$ cat src/rtl/jogador_pkg.sv
`default_nettype none
// +--------------------------------------------------------------------+
// | jogador_pkg: state codes, debug width and play ROM for the          |
// | automatic player.                                                   |
// | Rev 1.0                                                             |
// +--------------------------------------------------------------------+
package jogador_pkg;

  localparam int EST_W = 4;

  typedef enum logic [EST_W-1:0] {
    OCIOSO      = 4'd0,
    INICIA      = 4'd1,
    ESPERA_INI  = 4'd2,
    APERTA      = 4'd3,
    SOLTA       = 4'd4,
    AGUARDA_FIM = 4'd5,
    FIM_OK      = 4'd6,
    FIM_ERRO    = 4'd7
  } estado_t;

  // Sequence ROM: entry i lights switch (i mod 4).
  function automatic logic [3:0] rom_jogada(input logic [3:0] idx);
    return 4'b0001 << (idx & 4'd3);
  endfunction

endpackage
`default_nettype wire

$ cat src/rtl/jogador_automatico_temporizador.sv
`default_nettype none
// +--------------------------------------------------------------------+
// | temporizador_jogador: loadable down-counter, fim while count is 0.  |
// | Rev 1.0                                                             |
// +--------------------------------------------------------------------+
module temporizador_jogador
  import jogador_pkg::*;
#(
  parameter int W = 7
) (
  input  logic         clock,
  input  logic         reset,
  input  logic         carrega,
  input  logic [W-1:0] valor,
  output logic         fim
);

  logic [W-1:0] r_cont;

  always_ff @(posedge clock) begin
    if (!reset)
      r_cont <= '0;
    else if (carrega)
      r_cont <= valor;
    else if (r_cont != '0)
      r_cont <= r_cont - W'(1);
  end

  assign fim = (r_cont == '0);

endmodule
`default_nettype wire

$ cat src/rtl/jogador_automatico.sv
`default_nettype none
// +--------------------------------------------------------------------+
// | jogador_automatico: replays the ROM sequence round by round into    |
// | the memory game. Option JOGADOR_ERRO_EN corrupts one chosen round.  |
// | Rev 1.0                                                             |
// +--------------------------------------------------------------------+
module jogador_automatico
  import jogador_pkg::*;
#(
  parameter int HOLD       = 10,
  parameter int GAP        = 20,
  parameter int INIT_LEN   = 5,
  parameter int START_WAIT = 10,
  parameter int TIMEOUT    = 100
) (
  input  logic             clock,
  input  logic             reset,
  input  logic             start,
  input  logic             modo_sel,
  input  logic [3:0]       num_rodadas,
  input  logic             acertou,
  input  logic             errou,
  input  logic             pronto,
`ifdef JOGADOR_ERRO_EN
  input  logic             erro_en,
  input  logic [3:0]       erro_rodada,
`endif
  output logic             iniciar,
  output logic [3:0]       chaves,
  output logic             modo,
  output logic             ocupado,
  output logic             fim_ok,
  output logic             fim_erro,
  output logic [EST_W-1:0] db_estado,
  output logic [3:0]       db_rodada
);

  localparam int c_max_a = (HOLD > GAP) ? HOLD : GAP;
  localparam int c_max_b = (INIT_LEN > START_WAIT) ? INIT_LEN : START_WAIT;
  localparam int c_max_c = (c_max_a > c_max_b) ? c_max_a : c_max_b;
  localparam int c_max   = (c_max_c > TIMEOUT) ? c_max_c : TIMEOUT;
  localparam int c_tmr_w = $clog2(c_max + 1);

  estado_t             r_estado, w_estado_nxt;
  logic [3:0]          r_rodada, w_rodada_nxt, r_jogada, w_jogada_nxt;
  logic [3:0]          r_num, w_ultima, w_play, r_chaves;
  logic                r_modo, r_iniciar, r_ocupado, r_fim_ok, r_fim_erro;
  logic                w_partida, w_aborta, w_fim, w_carrega, w_nxt_livre;
  logic [c_tmr_w-1:0]  w_carga;

  assign w_ultima  = (r_num == 4'd0) ? 4'd0 : r_num - 4'd1;
  assign w_aborta  = errou | pronto;
  assign w_partida = start && (r_estado == OCIOSO || r_estado == FIM_OK ||
                               r_estado == FIM_ERRO);

  always_comb begin
    w_estado_nxt = r_estado;
    w_rodada_nxt = r_rodada;
    w_jogada_nxt = r_jogada;
    case (r_estado)
      OCIOSO, FIM_OK, FIM_ERRO: begin
        if (start) begin
          w_estado_nxt = INICIA;
          w_rodada_nxt = 4'd0;
          w_jogada_nxt = 4'd0;
        end
      end
      INICIA: begin
        if (w_aborta)   w_estado_nxt = FIM_ERRO;
        else if (w_fim) w_estado_nxt = ESPERA_INI;
      end
      ESPERA_INI: begin
        if (w_aborta)   w_estado_nxt = FIM_ERRO;
        else if (w_fim) w_estado_nxt = APERTA;
      end
      APERTA: begin
        if (w_aborta)   w_estado_nxt = FIM_ERRO;
        else if (w_fim) w_estado_nxt = SOLTA;
      end
      SOLTA: begin
        if (w_aborta) begin
          w_estado_nxt = FIM_ERRO;
        end else if (w_fim) begin
          if (r_jogada < r_rodada) begin
            w_jogada_nxt = r_jogada + 4'd1;
            w_estado_nxt = APERTA;
          end else if (r_rodada < w_ultima) begin
            w_rodada_nxt = r_rodada + 4'd1;
            w_jogada_nxt = 4'd0;
            w_estado_nxt = APERTA;
          end else begin
            w_estado_nxt = AGUARDA_FIM;
          end
        end
      end
      AGUARDA_FIM: begin
        if (pronto)     w_estado_nxt = acertou ? FIM_OK : FIM_ERRO;
        else if (w_fim) w_estado_nxt = FIM_ERRO;
      end
      default: w_estado_nxt = OCIOSO;
    endcase
  end

  // Each state holds for exactly its parameter count, hence the minus one.
  always_comb begin
    w_carga = '0;
    case (w_estado_nxt)
      INICIA:      w_carga = c_tmr_w'(INIT_LEN - 1);
      ESPERA_INI:  w_carga = c_tmr_w'(START_WAIT - 1);
      APERTA:      w_carga = c_tmr_w'(HOLD - 1);
      SOLTA:       w_carga = c_tmr_w'(GAP - 1);
      AGUARDA_FIM: w_carga = c_tmr_w'(TIMEOUT - 1);
      default:     w_carga = '0;
    endcase
  end

  assign w_carrega = (w_estado_nxt != r_estado);

  temporizador_jogador #(
    .W(c_tmr_w)
  ) u_temporizador (
    .clock   (clock),
    .reset   (reset),
    .carrega (w_carrega),
    .valor   (w_carga),
    .fim     (w_fim)
  );

  always_comb begin
    w_play = rom_jogada(w_jogada_nxt);
`ifdef JOGADOR_ERRO_EN
    if (erro_en && (w_rodada_nxt == erro_rodada) && (w_jogada_nxt == w_rodada_nxt))
      w_play = {w_play[2:0], w_play[3]};
`endif
  end

  assign w_nxt_livre = (w_estado_nxt == OCIOSO) || (w_estado_nxt == FIM_OK) ||
                       (w_estado_nxt == FIM_ERRO);

  always_ff @(posedge clock) begin
    if (!reset) begin
      r_estado   <= OCIOSO;
      r_rodada   <= 4'd0;
      r_jogada   <= 4'd0;
      r_num      <= 4'd0;
      r_modo     <= 1'b0;
      r_iniciar  <= 1'b0;
      r_chaves   <= 4'd0;
      r_ocupado  <= 1'b0;
      r_fim_ok   <= 1'b0;
      r_fim_erro <= 1'b0;
    end else begin
      r_estado   <= w_estado_nxt;
      r_rodada   <= w_rodada_nxt;
      r_jogada   <= w_jogada_nxt;
      if (w_partida) begin
        r_modo <= modo_sel;
        r_num  <= num_rodadas;
      end
      r_iniciar  <= (w_estado_nxt == INICIA);
      r_chaves   <= (w_estado_nxt == APERTA) ? w_play : 4'd0;
      r_ocupado  <= !w_nxt_livre;
      r_fim_ok   <= (w_estado_nxt == FIM_OK);
      r_fim_erro <= (w_estado_nxt == FIM_ERRO);
    end
  end

  assign iniciar   = r_iniciar;
  assign chaves    = r_chaves;
  assign modo      = r_modo;
  assign ocupado   = r_ocupado;
  assign fim_ok    = r_fim_ok;
  assign fim_erro  = r_fim_erro;
  assign db_estado = r_estado;
  assign db_rodada = r_rodada;

endmodule
`default_nettype wire
$ cat config.mk
export PLATFORM = sky130hd
export DESIGN_NAME = jogador_automatico
export DESIGN_NICKNAME = d
export VERILOG_FILES = /design/src/rtl/jogador_pkg.sv /design/src/rtl/jogador_automatico_temporizador.sv /design/src/rtl/jogador_automatico.sv
export SDC_FILE = /design/constraint.sdc
export NUM_CORES = 1
export LEC_CHECK = 0
export ABC_AREA = 1
export CELL_PAD_IN_SITES_DETAIL_PLACEMENT = 0
export CELL_PAD_IN_SITES_GLOBAL_PLACEMENT = 2
export CORE_ASPECT_RATIO = 0.7
export CORE_MARGIN = 4
export CORE_UTILIZATION = 32
export DETAILED_ROUTE_END_ITERATION = 6
export GPL_ROUTABILITY_DRIVEN = 0
export PLACE_DENSITY = 0.82
export SYNTH_ARGS = -nofsm -noshare
export SYNTH_HDL_FRONTEND = slang
export SYNTH_SLANG_ARGS = --single-unit
$ cat constraint.sdc
create_clock -name clock -period 4.7 [get_ports clock]
set_clock_uncertainty 0.1 [all_clocks]
set_input_delay 0.94 -clock clock [delete_from_list [all_inputs] [get_ports clock]]
set_output_delay 0.94 -clock clock [all_outputs]
set_load 0.1 [all_outputs]
==> flow_summary_export.csv <==
group,metric,value,unit
finish,antenna_cells,0,
power_and_ir_drop,clock_power_share,0.230,
hold_path,hp-class,"flip-flop to flip-flop",
sta,finalCritPeriodShare,0.661,
finish,syn2layout_area_growth,22.0,%
logic_synthesis,syn-cell-area,0.00202,mm2
global_route,grt_max_degree,17,
critical_path,path_cells,"clkdlybuf4s50_1",
logic_synthesis,synth_top_area_frac,0.318,
routing,antenna_left,0,
global_route,grt_pass1_vias,1647,
clock_tree,root_buffer,"clkbuf_8",
routing,routed_wl,5150,um
clock_tree,cts_setup_buffers,0,
job,cap_violations,0,
critical_path,r2r-end,"u_temporizador.r_cont[5]",
global_route,grt_pass1_wl,8310,um
finish,layout.cells.non_filler,398,
logic_synthesis,syn_inst,292,
critical_path,cp-start-kind,"flip-flop",
critical_path,critical_path.top_delay_family,"buffers and inverters",
critical_path,path_class,"flip-flop to output pin",
routing,drtIter0Drc,154,
die,initial_core_util,0.342,
hold_path,whs_path_depth,2,
placed_design,io_buffers,27,
die,die_w,103,um
critical_path,reg2reg_from,"u_temporizador.r_cont[0]",
power_and_ir_drop,total_power,1.14,mW
routing,wire_per_inst,12.9,um
critical_path,r2r_setup_slack,2100,ps
logic_synthesis,ys.warnings.count,0,
finish,drive_above_1_share,0.139,
power_and_ir_drop,leakage,1.09,nW
critical_path,worst-path-buf-inv,1,
logic_synthesis,ys_async_sr_fraction,0,
power_and_ir_drop,powerDensity,462,mW/mm2
logic_synthesis,yosys_register_bits,32,
clock_tree,htree_levels,2,
sta,whs,381,ps
clock_tree,numCtsBuffers,5,
power_and_ir_drop,pwr-share-comb,0.472,
logic_synthesis,ys_types,39,
sta,worst_pin_slew,983,ps
die,rows,23,
logic_synthesis,syn-num-nets,312,
die,die-area,0.00766,mm2
global_route,antenna_found_initial,0,
clock_tree,cts_resized,0,
clock_tree,clk_latency,280,ps
clock_tree,cts_tree,"done",
logic_synthesis,synth_edf_count,0,
sta,min_period,3110,ps
critical_path,critPathMaxStageDelay,1220,ps
placed_design,hpwl,3960,um
routing,drc,0,
power_and_ir_drop,seq_power_share,0.299,
global_route,grt_usage,0.144,
power_and_ir_drop,p_sw_frac,0.453,
clock_tree,cts_hold_buffers,0,
routing,drtPass1Iterations,4,
die,die_h,74.4,um
logic_synthesis,yosysTopAreaCell,"dfxtp_1",
routing,via_count,1880,
placed_design,dp.cells,390,
logic_synthesis,synth.avg_cell_area,6.91,um2
sta,setup_viol,0,
global_route,grt-ovfl-total,0,
power_and_ir_drop,internal_power,622,uW
critical_path,crit_arrival,2070,ps
logic_synthesis,ys.flop_type,"dfxtp_1",
critical_path,critPathMaxFanout,11,
routing,via_per_inst,4.72,
run_status,status,"complete, no violations",
sta,final_hold_viol_count,0,
clock_tree,clock-sinks,32,
critical_path,crit_slowest_cell,"clkdlybuf4s50_1",
sta,slew_violations,0,
critical_path,worstPathRequired,3660,ps
sta,relSlewSlack,0.343,
hold_path,min_from,"modo",
sta,max_freq,322,MHz
power_and_ir_drop,p_switching,516,uW
clock_tree,clkTransAtPathRegs,70,ps
hold_path,hold_end,"modo",
logic_synthesis,ys_seq_area_frac,0.318,
finish,final_cell_mix,"nand2_1, inv_1, dfxtp_1, nor2_1, clkdlybuf4s50_1",
clock_tree,clockBufferDepth,2,
finish,nets,342,
critical_path,reg2regPathDepth,17,
sta,setup_tns,0,ps
die,ios,28,
sta,rsz0062_at_grt,"false",
finish,layout_commonest_cell,"nand2_1",
power_and_ir_drop,ir_drop,0.000270,V
die,coreArea,0.00590,mm2
logic_synthesis,synth_area_leaders,"dfxtp_1, nand2_1, inv_1",
critical_path,end_kind,"output pin",
-- layer usage --
metal | up-vias | part of all wire | global-route usage | wire length [um]
met5 | - | 0 | 0 | 0
met4 | 0 | 0.0076 | 0.0402 | 39
met3 | 2 | 0.060 | 0.0366 | 308
met2 | 43 | 0.34 | 0.167 | 1730
met1 | 825 | 0.60 | 0.243 | 3080
li1 | 1010 | - | - | -
-- cell type report --
cell class / count / area (um2)
Sequential cell: 32 / 641
Clock inverter: 2 / 35.0
Tap cell: 75 / 93.8
Fill cell: 628 / 3440
Clock buffer: 6 / 72.6
Inverter: 45 / 174
Multi-Input combinational cell: 211 / 1170
Timing Repair Buffer: 27 / 270
-- worst max path at each step --
stage                 start                       end  slack, ps  depth (start not counted)
6_report       db_estado[1]              db_estado[1]       1590                          1
5_1_grt        db_estado[1]              db_estado[1]       1520                          1
4_1_cts        db_estado[1]              db_estado[1]       1580                          1
3_5_place_dp         pronto  u_temporizador.r_cont[1]       1510                         15
3_3_place_gp         pronto  u_temporizador.r_cont[1]       1470                         15
2_1_floorplan  db_rodada[3]  u_temporizador.r_cont[1]       1910                         14
-- cells in the mapped netlist, types with 2 or more instances --
master	number
nand2_2	15
nand4_1	3
o211ai_1	3
nor3_1	8
nor2_4	4
nand2_1	55
ha_1	9
clkinv_2	2
o21ai_1	3
inv_1	37
xor2_1	4
a211oi_1	3
nor2_1	28
a21oi_1	17
nand3_1	20
nor3_2	2
nand3_2	2
nor3b_1	2
nor4_1	4
inv_2	4
o21ai_0	14
dfxtp_1	32
nor2_2	5
-- flip-flops by register name, summed over array words and instances, names as in the netlist --
register / cells
r_num: 4
iniciar: 1
db_estado: 4
db_rodada: 4
chaves: 4
ocupado: 1
u_temporizador.r_cont: 7
fim_erro: 1
r_jogada: 4
fim_ok: 1
modo: 1
-- metrics by stage --
| stage | worst slack (ps) | cell area, um2 | utilization |
|---|---|---|---|
| 2_1_floorplan | 1910 | 2020 | - |
| 3_3_place_gp | 1470 | 2350 | 0.399 |
| 3_5_place_dp | 1510 | 2350 | 0.399 |
| 4_1_cts | 1580 | 2460 | 0.417 |
| 5_1_grt | 1520 | 2460 | 0.417 |
| 6_report | 1590 | 2460 | 0.417 |
-- kinds of logic after synthesis --
logic type      share of synthesized area
compound gates                      0.132
xor+xnor                           0.0217
fa+ha+maj                          0.0558
buf+inv                            0.0999
flops                               0.318
other cells                       0.00186
simple gates                        0.372
-- power groups by stage --
stage	Clock [mW]	Combinational (mW)	Sequential [mW]
after global placement	0	0.545	0.347
after CTS	0.268	0.538	0.340
final	0.261	0.536	0.340
after global routing	0.277	0.596	0.346
after detailed placement	0	0.534	0.346
after floorplan	0	0.354	0.422
(Power assumes the default switching activity.)
